===== src/rtl/writeback_arbiter.sv =====
// Completion-side arbiter: per-unit result FIFOs, one registered retire per cycle.
// Define WB_RR_EN for round-robin grant; otherwise fixed priority Mem > Mult > AluMisc.
module writeback_arbiter #(
  parameter int FIFO_DEPTH = 2
) (
  input  logic        clock,
  input  logic        reset,
  input  logic        am_wb_valid,
  output logic        am_wb_ready,
  input  logic [4:0]  am_wb_regdest,
  input  logic        am_wb_writereg,
  input  logic [31:0] am_wb_data,
  input  logic        mem_wb_valid,
  output logic        mem_wb_ready,
  input  logic [4:0]  mem_wb_regdest,
  input  logic        mem_wb_writereg,
  input  logic [31:0] mem_wb_data,
  input  logic        mul_wb_valid,
  output logic        mul_wb_ready,
  input  logic [4:0]  mul_wb_regdest,
  input  logic        mul_wb_writereg,
  input  logic [31:0] mul_wb_data,
  output logic [4:0]  wb_reg_addr,
  output logic [31:0] wb_reg_data,
  output logic        wb_reg_we,
  output logic [4:0]  wb_sb_addr,
  output logic [1:0]  wb_sb_unit,
  output logic        wb_sb_enable,
  output logic        wb_retire
);
  localparam int PW = $clog2(FIFO_DEPTH);
  localparam int CW = PW + 1;
  localparam int EW = 38;

  logic [2:0]         valid_s;
  logic [2:0]         full_s;
  logic [2:0]         empty_s;
  logic [2:0]         pop_s;
  logic [2:0][EW-1:0] in_entry_s;
  logic [2:0][EW-1:0] head_s;
  logic               grant_any_s;
  logic [1:0]         grant_unit_s;
  logic [EW-1:0]      grant_entry_s;
  logic [4:0]         addr_r;
  logic [31:0]        data_r;
  logic               we_r;
  logic [1:0]         unit_r;
  logic               retire_r;

  // Index k of every per-unit vector is the unit code k.
  assign valid_s       = {mul_wb_valid, mem_wb_valid, am_wb_valid};
  assign in_entry_s[0] = {am_wb_writereg, am_wb_regdest, am_wb_data};
  assign in_entry_s[1] = {mem_wb_writereg, mem_wb_regdest, mem_wb_data};
  assign in_entry_s[2] = {mul_wb_writereg, mul_wb_regdest, mul_wb_data};
  assign am_wb_ready   = ~full_s[0];
  assign mem_wb_ready  = ~full_s[1];
  assign mul_wb_ready  = ~full_s[2];

  for (genvar u = 0; u < 3; u++) begin : g_fifo
    logic [EW-1:0] store_r [FIFO_DEPTH];
    logic [PW-1:0] rd_ptr_r;
    logic [PW-1:0] wr_ptr_r;
    logic [CW-1:0] count_r;
    logic          push_s;

    // A full FIFO refuses a push even when it pops on the same edge.
    assign full_s[u]  = (count_r == CW'(FIFO_DEPTH));
    assign empty_s[u] = (count_r == {CW{1'b0}});
    assign push_s     = valid_s[u] & ~full_s[u];
    assign head_s[u]  = store_r[rd_ptr_r];

    // Pointer and occupancy tracking.
    always_ff @(posedge clock or negedge reset) begin
      if (!reset) begin
        rd_ptr_r <= {PW{1'b0}};
        wr_ptr_r <= {PW{1'b0}};
        count_r  <= {CW{1'b0}};
      end else begin
        if (push_s) wr_ptr_r <= wr_ptr_r + PW'(1);
        if (pop_s[u]) rd_ptr_r <= rd_ptr_r + PW'(1);
        case ({push_s, pop_s[u]})
          2'b10:   count_r <= count_r + CW'(1);
          2'b01:   count_r <= count_r - CW'(1);
          default: count_r <= count_r;
        endcase
      end
    end

    // Entry storage.
    always_ff @(posedge clock) begin
      if (push_s) store_r[wr_ptr_r] <= in_entry_s[u];
    end
  end

`ifdef WB_RR_EN
  logic [1:0] last_grant_r;
  logic [1:0] rr_cand_s;

  function automatic logic [1:0] next_unit(input logic [1:0] u);
    case (u)
      2'b00:   next_unit = 2'b01;
      2'b01:   next_unit = 2'b10;
      default: next_unit = 2'b00;
    endcase
  endfunction

  // Round-robin search starting after the last granted unit.
  always_comb begin
    grant_any_s  = 1'b0;
    grant_unit_s = 2'b00;
    rr_cand_s    = next_unit(last_grant_r);
    for (int k = 0; k < 3; k++) begin
      if (!grant_any_s && !empty_s[rr_cand_s]) begin
        grant_any_s  = 1'b1;
        grant_unit_s = rr_cand_s;
      end else begin
        grant_any_s  = grant_any_s;
      end
      rr_cand_s = next_unit(rr_cand_s);
    end
  end

  // Round-robin pointer; reset value gives AluMisc first priority.
  always_ff @(posedge clock or negedge reset) begin
    if (!reset) begin
      last_grant_r <= 2'b10;
    end else if (grant_any_s) begin
      last_grant_r <= grant_unit_s;
    end
  end
`else
  // Fixed priority Mem > Mult > AluMisc.
  always_comb begin
    if (!empty_s[1]) begin
      grant_any_s  = 1'b1;
      grant_unit_s = 2'b01;
    end else if (!empty_s[2]) begin
      grant_any_s  = 1'b1;
      grant_unit_s = 2'b10;
    end else if (!empty_s[0]) begin
      grant_any_s  = 1'b1;
      grant_unit_s = 2'b00;
    end else begin
      grant_any_s  = 1'b0;
      grant_unit_s = 2'b00;
    end
  end
`endif

  // Select the granted head entry and its pop strobe.
  always_comb begin
    grant_entry_s = {EW{1'b0}};
    pop_s         = 3'b000;
    case (grant_unit_s)
      2'b00:   begin grant_entry_s = head_s[0]; pop_s = {2'b00, grant_any_s}; end
      2'b01:   begin grant_entry_s = head_s[1]; pop_s = {1'b0, grant_any_s, 1'b0}; end
      2'b10:   begin grant_entry_s = head_s[2]; pop_s = {grant_any_s, 2'b00}; end
      default: begin grant_entry_s = {EW{1'b0}}; pop_s = 3'b000; end
    endcase
  end

  // Retire registers; all load zero on a cycle without a grant.
  always_ff @(posedge clock or negedge reset) begin
    if (!reset) begin
      addr_r   <= 5'd0;
      data_r   <= 32'd0;
      we_r     <= 1'b0;
      unit_r   <= 2'b00;
      retire_r <= 1'b0;
    end else if (grant_any_s) begin
      addr_r   <= grant_entry_s[36:32];
      data_r   <= grant_entry_s[31:0];
      we_r     <= grant_entry_s[37] & (grant_entry_s[36:32] != 5'd0);
      unit_r   <= grant_unit_s;
      retire_r <= 1'b1;
    end else begin
      addr_r   <= 5'd0;
      data_r   <= 32'd0;
      we_r     <= 1'b0;
      unit_r   <= 2'b00;
      retire_r <= 1'b0;
    end
  end

  assign wb_reg_addr  = addr_r;
  assign wb_sb_addr   = addr_r;
  assign wb_reg_data  = data_r;
  assign wb_reg_we    = we_r;
  assign wb_sb_enable = we_r;
  assign wb_sb_unit   = unit_r;
  assign wb_retire    = retire_r;
endmodule


===== config.mk =====
export PLATFORM = sky130hd
export DESIGN_NAME = writeback_arbiter
export DESIGN_NICKNAME = d
export VERILOG_FILES = /design/src/rtl/writeback_arbiter.sv
export SDC_FILE = /design/constraint.sdc
export NUM_CORES = 1
export LEC_CHECK = 0
export ABC_AREA = 1
export BUFFER_PORTS_ARGS = -buffer_cell sky130_fd_sc_hd__buf_4
export CAP_MARGIN = 0
export CORE_AREA = 2 2 134 189
export CTS_CLUSTER_DIAMETER = 200
export DETAILED_ROUTE_END_ITERATION = 12
export DIE_AREA = 0 0 136 191
export PLACE_DENSITY = 0.7
export RECOVER_POWER = 25
export SLEW_MARGIN = 20
export SYNTH_ARGS = -nofsm -noshare
export SYNTH_HDL_FRONTEND = slang
export SYNTH_SLANG_ARGS = --single-unit

===== constraint.sdc =====
create_clock -name clock -period 5.3 [get_ports clock]
set_clock_uncertainty 0.15 [all_clocks]
set_input_delay 0.53 -clock clock [delete_from_list [all_inputs] [get_ports clock]]
set_output_delay 0.53 -clock clock [all_outputs]
set_load 0.05 [all_outputs]

==> results.txt <==
HP Class = in -> reg
Nets = 1141
Antenna Violating Nets Remaining = 0
Starting DRT DRC Count = 554
first-pass GRT wire length = 35100 um
Pint = 4960 uW
combinational group share of total power = 37.7%
worst endpoint required time = 5.54 ns
Flop pwr share = 40.5%
slowest cell delay on critical path = 0.68 ns
port bufs = 168
CP Capture Point = g_fifo[0].count_r[1]
core area = 24300 um2
num ports = 169
Max Root-Sink Buffers = 3
Clock Pin Slew Worst Setup and Hold Paths = 0.06 ns
DRC Markers = 0
reg2reg path depth = 11
Worst setup SP type = register
die area = 26000 um2
Ys Warns = 0
CTS HTree Levels = 1
Synth Register Bits = 281
LEAKAGE = 0.00520 uW
R2R setup slack = 1.50 ns
Critical Path AT = 4.04 ns
Final min period = 3.80 ns
Clock Latency Late Sink = 0.51 ns
Buf/Inv on CP = 3
DR pass1 iterations = 5
Area growth, synth to finish = 21.2%
max frequency = 0.263 GHz
count of final setup violators = 0
Synth top area share = 63.5%
antenna violations before repair = 0
Worst-Margin Slew = 0.896 ns
Worst Setup SP = g_fifo[1].count_r[0]
Routed wire per std cell = 17.0 um
leading area contributor after synthesis = edfxtp_1
Total Wirelength = 22900 um
outcome = complete, no violations
antenna cells = 0
setup TNS = 0 ns
Mapped Area = 10800 um2
crit end category = register
Root Driver = clkbuf_16
GR Overflow Total = 0
Switching Share = 38.2%
Vias = 6613
RePlAce Congestion = 0.751
Tot Pwr = 8040 uW
vias in the first global route = 6572
most frequent cells in the layout = nand2_1, edfxtp_1, buf_4, nor2_1, dfrtp_1
fin. max-slew vios = 0
Rows = 68
critical path class = reg -> reg
CP max stage cell = nand3_2
Avg Cell Area, Syn = 12.6 um2
Initial Util = 44.3%
TritonCTS Buffers = 25
Reg-to-Reg End = g_fifo[0].count_r[1]
NetSw = 3070 uW
critical path peak fanout = 40
Clk pwr share = 21.8%
Max-Cap Viols = 0
Mapped Cells = 856
Top Family by Delay on Critical Path = simple AND/OR/NAND/NOR gates
clk sinks = 281
post-synth cell types = 25
CP Depth = 11
pwr/cell area = 615 nW/um2
Top cell by count, worst path = inv_2
VDD IR max = 0.411 mV
share of cells above drive strength 1 = 18.6%
worst-path cell chain = nor2_4 -> buf_4 -> nand2_2 -> inv_2 -> nand3_2 -> nand2_4 -> inv_2 -> ha_1 -> a21oi_1 -> o21ai_0 -> xor2_1
Mapped Nets = 978
Tcrit/Tclk final = 71.7%
pin count of the biggest net entering global routing = 54
Total GRT Usage = 17.7%
unrepaired setup endpoints after global routing = false
Die W = 136 um
Final Hold Viols = 0
worst hold path stage count = 1
post-DP HPWL = 15700 um
Vias/cell = 4.89
commonest non-fill, non-tap cell in the layout = nand2_1
CTS tree = done
top cells by area, synth = edfxtp_1, dfrtp_1, nand2_1
Resize count post-CTS = 0
Rel. slew slack = 40.0%
RR Startpoint = g_fifo[1].count_r[0]
Die Ht = 191 um
post-synthesis sequential area ratio = 75.8%
==> sequential cells by signal, summed over array words and instances (netlist names) <==
signal           flops
g_fifo.rd_ptr_r      3
wb_reg_data         32
wb_retire            1
wb_reg_addr          5
wb_sb_unit           2
g_fifo.wr_ptr_r      3
wb_reg_we            1
g_fifo.count_r       6
g_fifo.store_r     228
==> kinds of logic (layout without fill, tap and decap cells) <==
group / after synthesis / in the layout / share of synthesized area [%]
and+or+nand+nor: 342 / 342 / 12.2
DFF: 281 / 281 / 75.8
adders and majority gates: 3 / 3 / 0.348
AOI/OAI and AO/OA: 121 / 121 / 6.56
xor gates and xnor gates: 9 / 9 / 0.801
buffers and inverters: 100 / 281 / 4.26
==> worst min path at each step <==
stage	from	to	slack, ns
3_3_place_gp	g_fifo[2].count_r[1]	g_fifo[2].count_r[1]	0.33
6_report	mul_wb_data[17]	g_fifo[2].store_r[1][17]	0.06
4_1_cts	mem_wb_data[6]	g_fifo[1].store_r[0][6]	0.03
2_1_floorplan	reset	g_fifo[0].count_r[0]	0.08
3_5_place_dp	g_fifo[2].count_r[1]	g_fifo[2].count_r[1]	0.35
5_1_grt	mul_wb_data[17]	g_fifo[2].store_r[1][17]	0.05
==> synth_stat cells <==
library cell and count:
a21oi_1 39, a21oi_2 5, buf_2 16, buf_4 7
buf_6 5, clkbuf_1 17, dfrtp_1 53, edfxtp_1 228
ha_1 3, inv_1 50, inv_2 5, nand2_1 245
nand2_2 2, nand2_4 1, nand3_1 3, nand3_2 1
nor2_1 88, nor2_2 1, nor2_4 1, o21ai_0 10
o21ai_1 34, o31ai_1 33, xnor2_1 4, xor2_1 4
xor2_2 1
==> cell type report <==
class | count | area [um2]
timing repair buffer | 181 | 1310
clock inverter | 9 | 90.1
clock buffer | 36 | 708
fill | 2079 | 11300
sequential | 281 | 8170
multi-input combinational | 475 | 2190
tap | 315 | 394
inverter | 55 | 206
==> per-layer routing <==
layer / GRT usage, % / vias up / routed length [um]
met5: 0 / - / 0
met2: 30.0 / 197 / 11500
met4: 5.73 / 0 / 679
met1: 23.1 / 3152 / 9370
li1: - / 3220 / -
met3: 3.05 / 44 / 1400
==> metrics by stage <==
stage / setup WS, ns / instance area, um2 / hold slack [ns] / instances / util (%)
2_1_floorplan: 2.02 / 10800 / 0.0844 / 856 / -
3_3_place_gp: 1.47 / 12300 / 0.333 / 1300 / 50.4
3_5_place_dp: 1.43 / 12300 / 0.346 / 1302 / 50.6
4_1_cts: 1.43 / 13100 / 0.0342 / 1348 / 53.9
5_1_grt: 1.12 / 13100 / 0.0522 / 1352 / 53.7
6_report: 1.50 / 13100 / 0.0595 / 1352 / 53.7
==> power groups by stage <==
stage	Sequential [uW]	Combinational, uW	Clock [uW]
floorplan	3840	1550	0
global placement	3300	2920	0
detailed placement	3310	3010	0
CTS	3270	3010	1790
global route	3310	3340	1870
finish	3250	3030	1750
==> what timing repair did <==
| item | 4_1_cts | 5_1_grt |
|---|---|---|
| buffers inserted | 0 | 0 |
| hold endpoints to repair | 53 | 0 |
| hold buffers | 1 | 0 |
No activity file was read; power rests on OpenSTA's default activity.
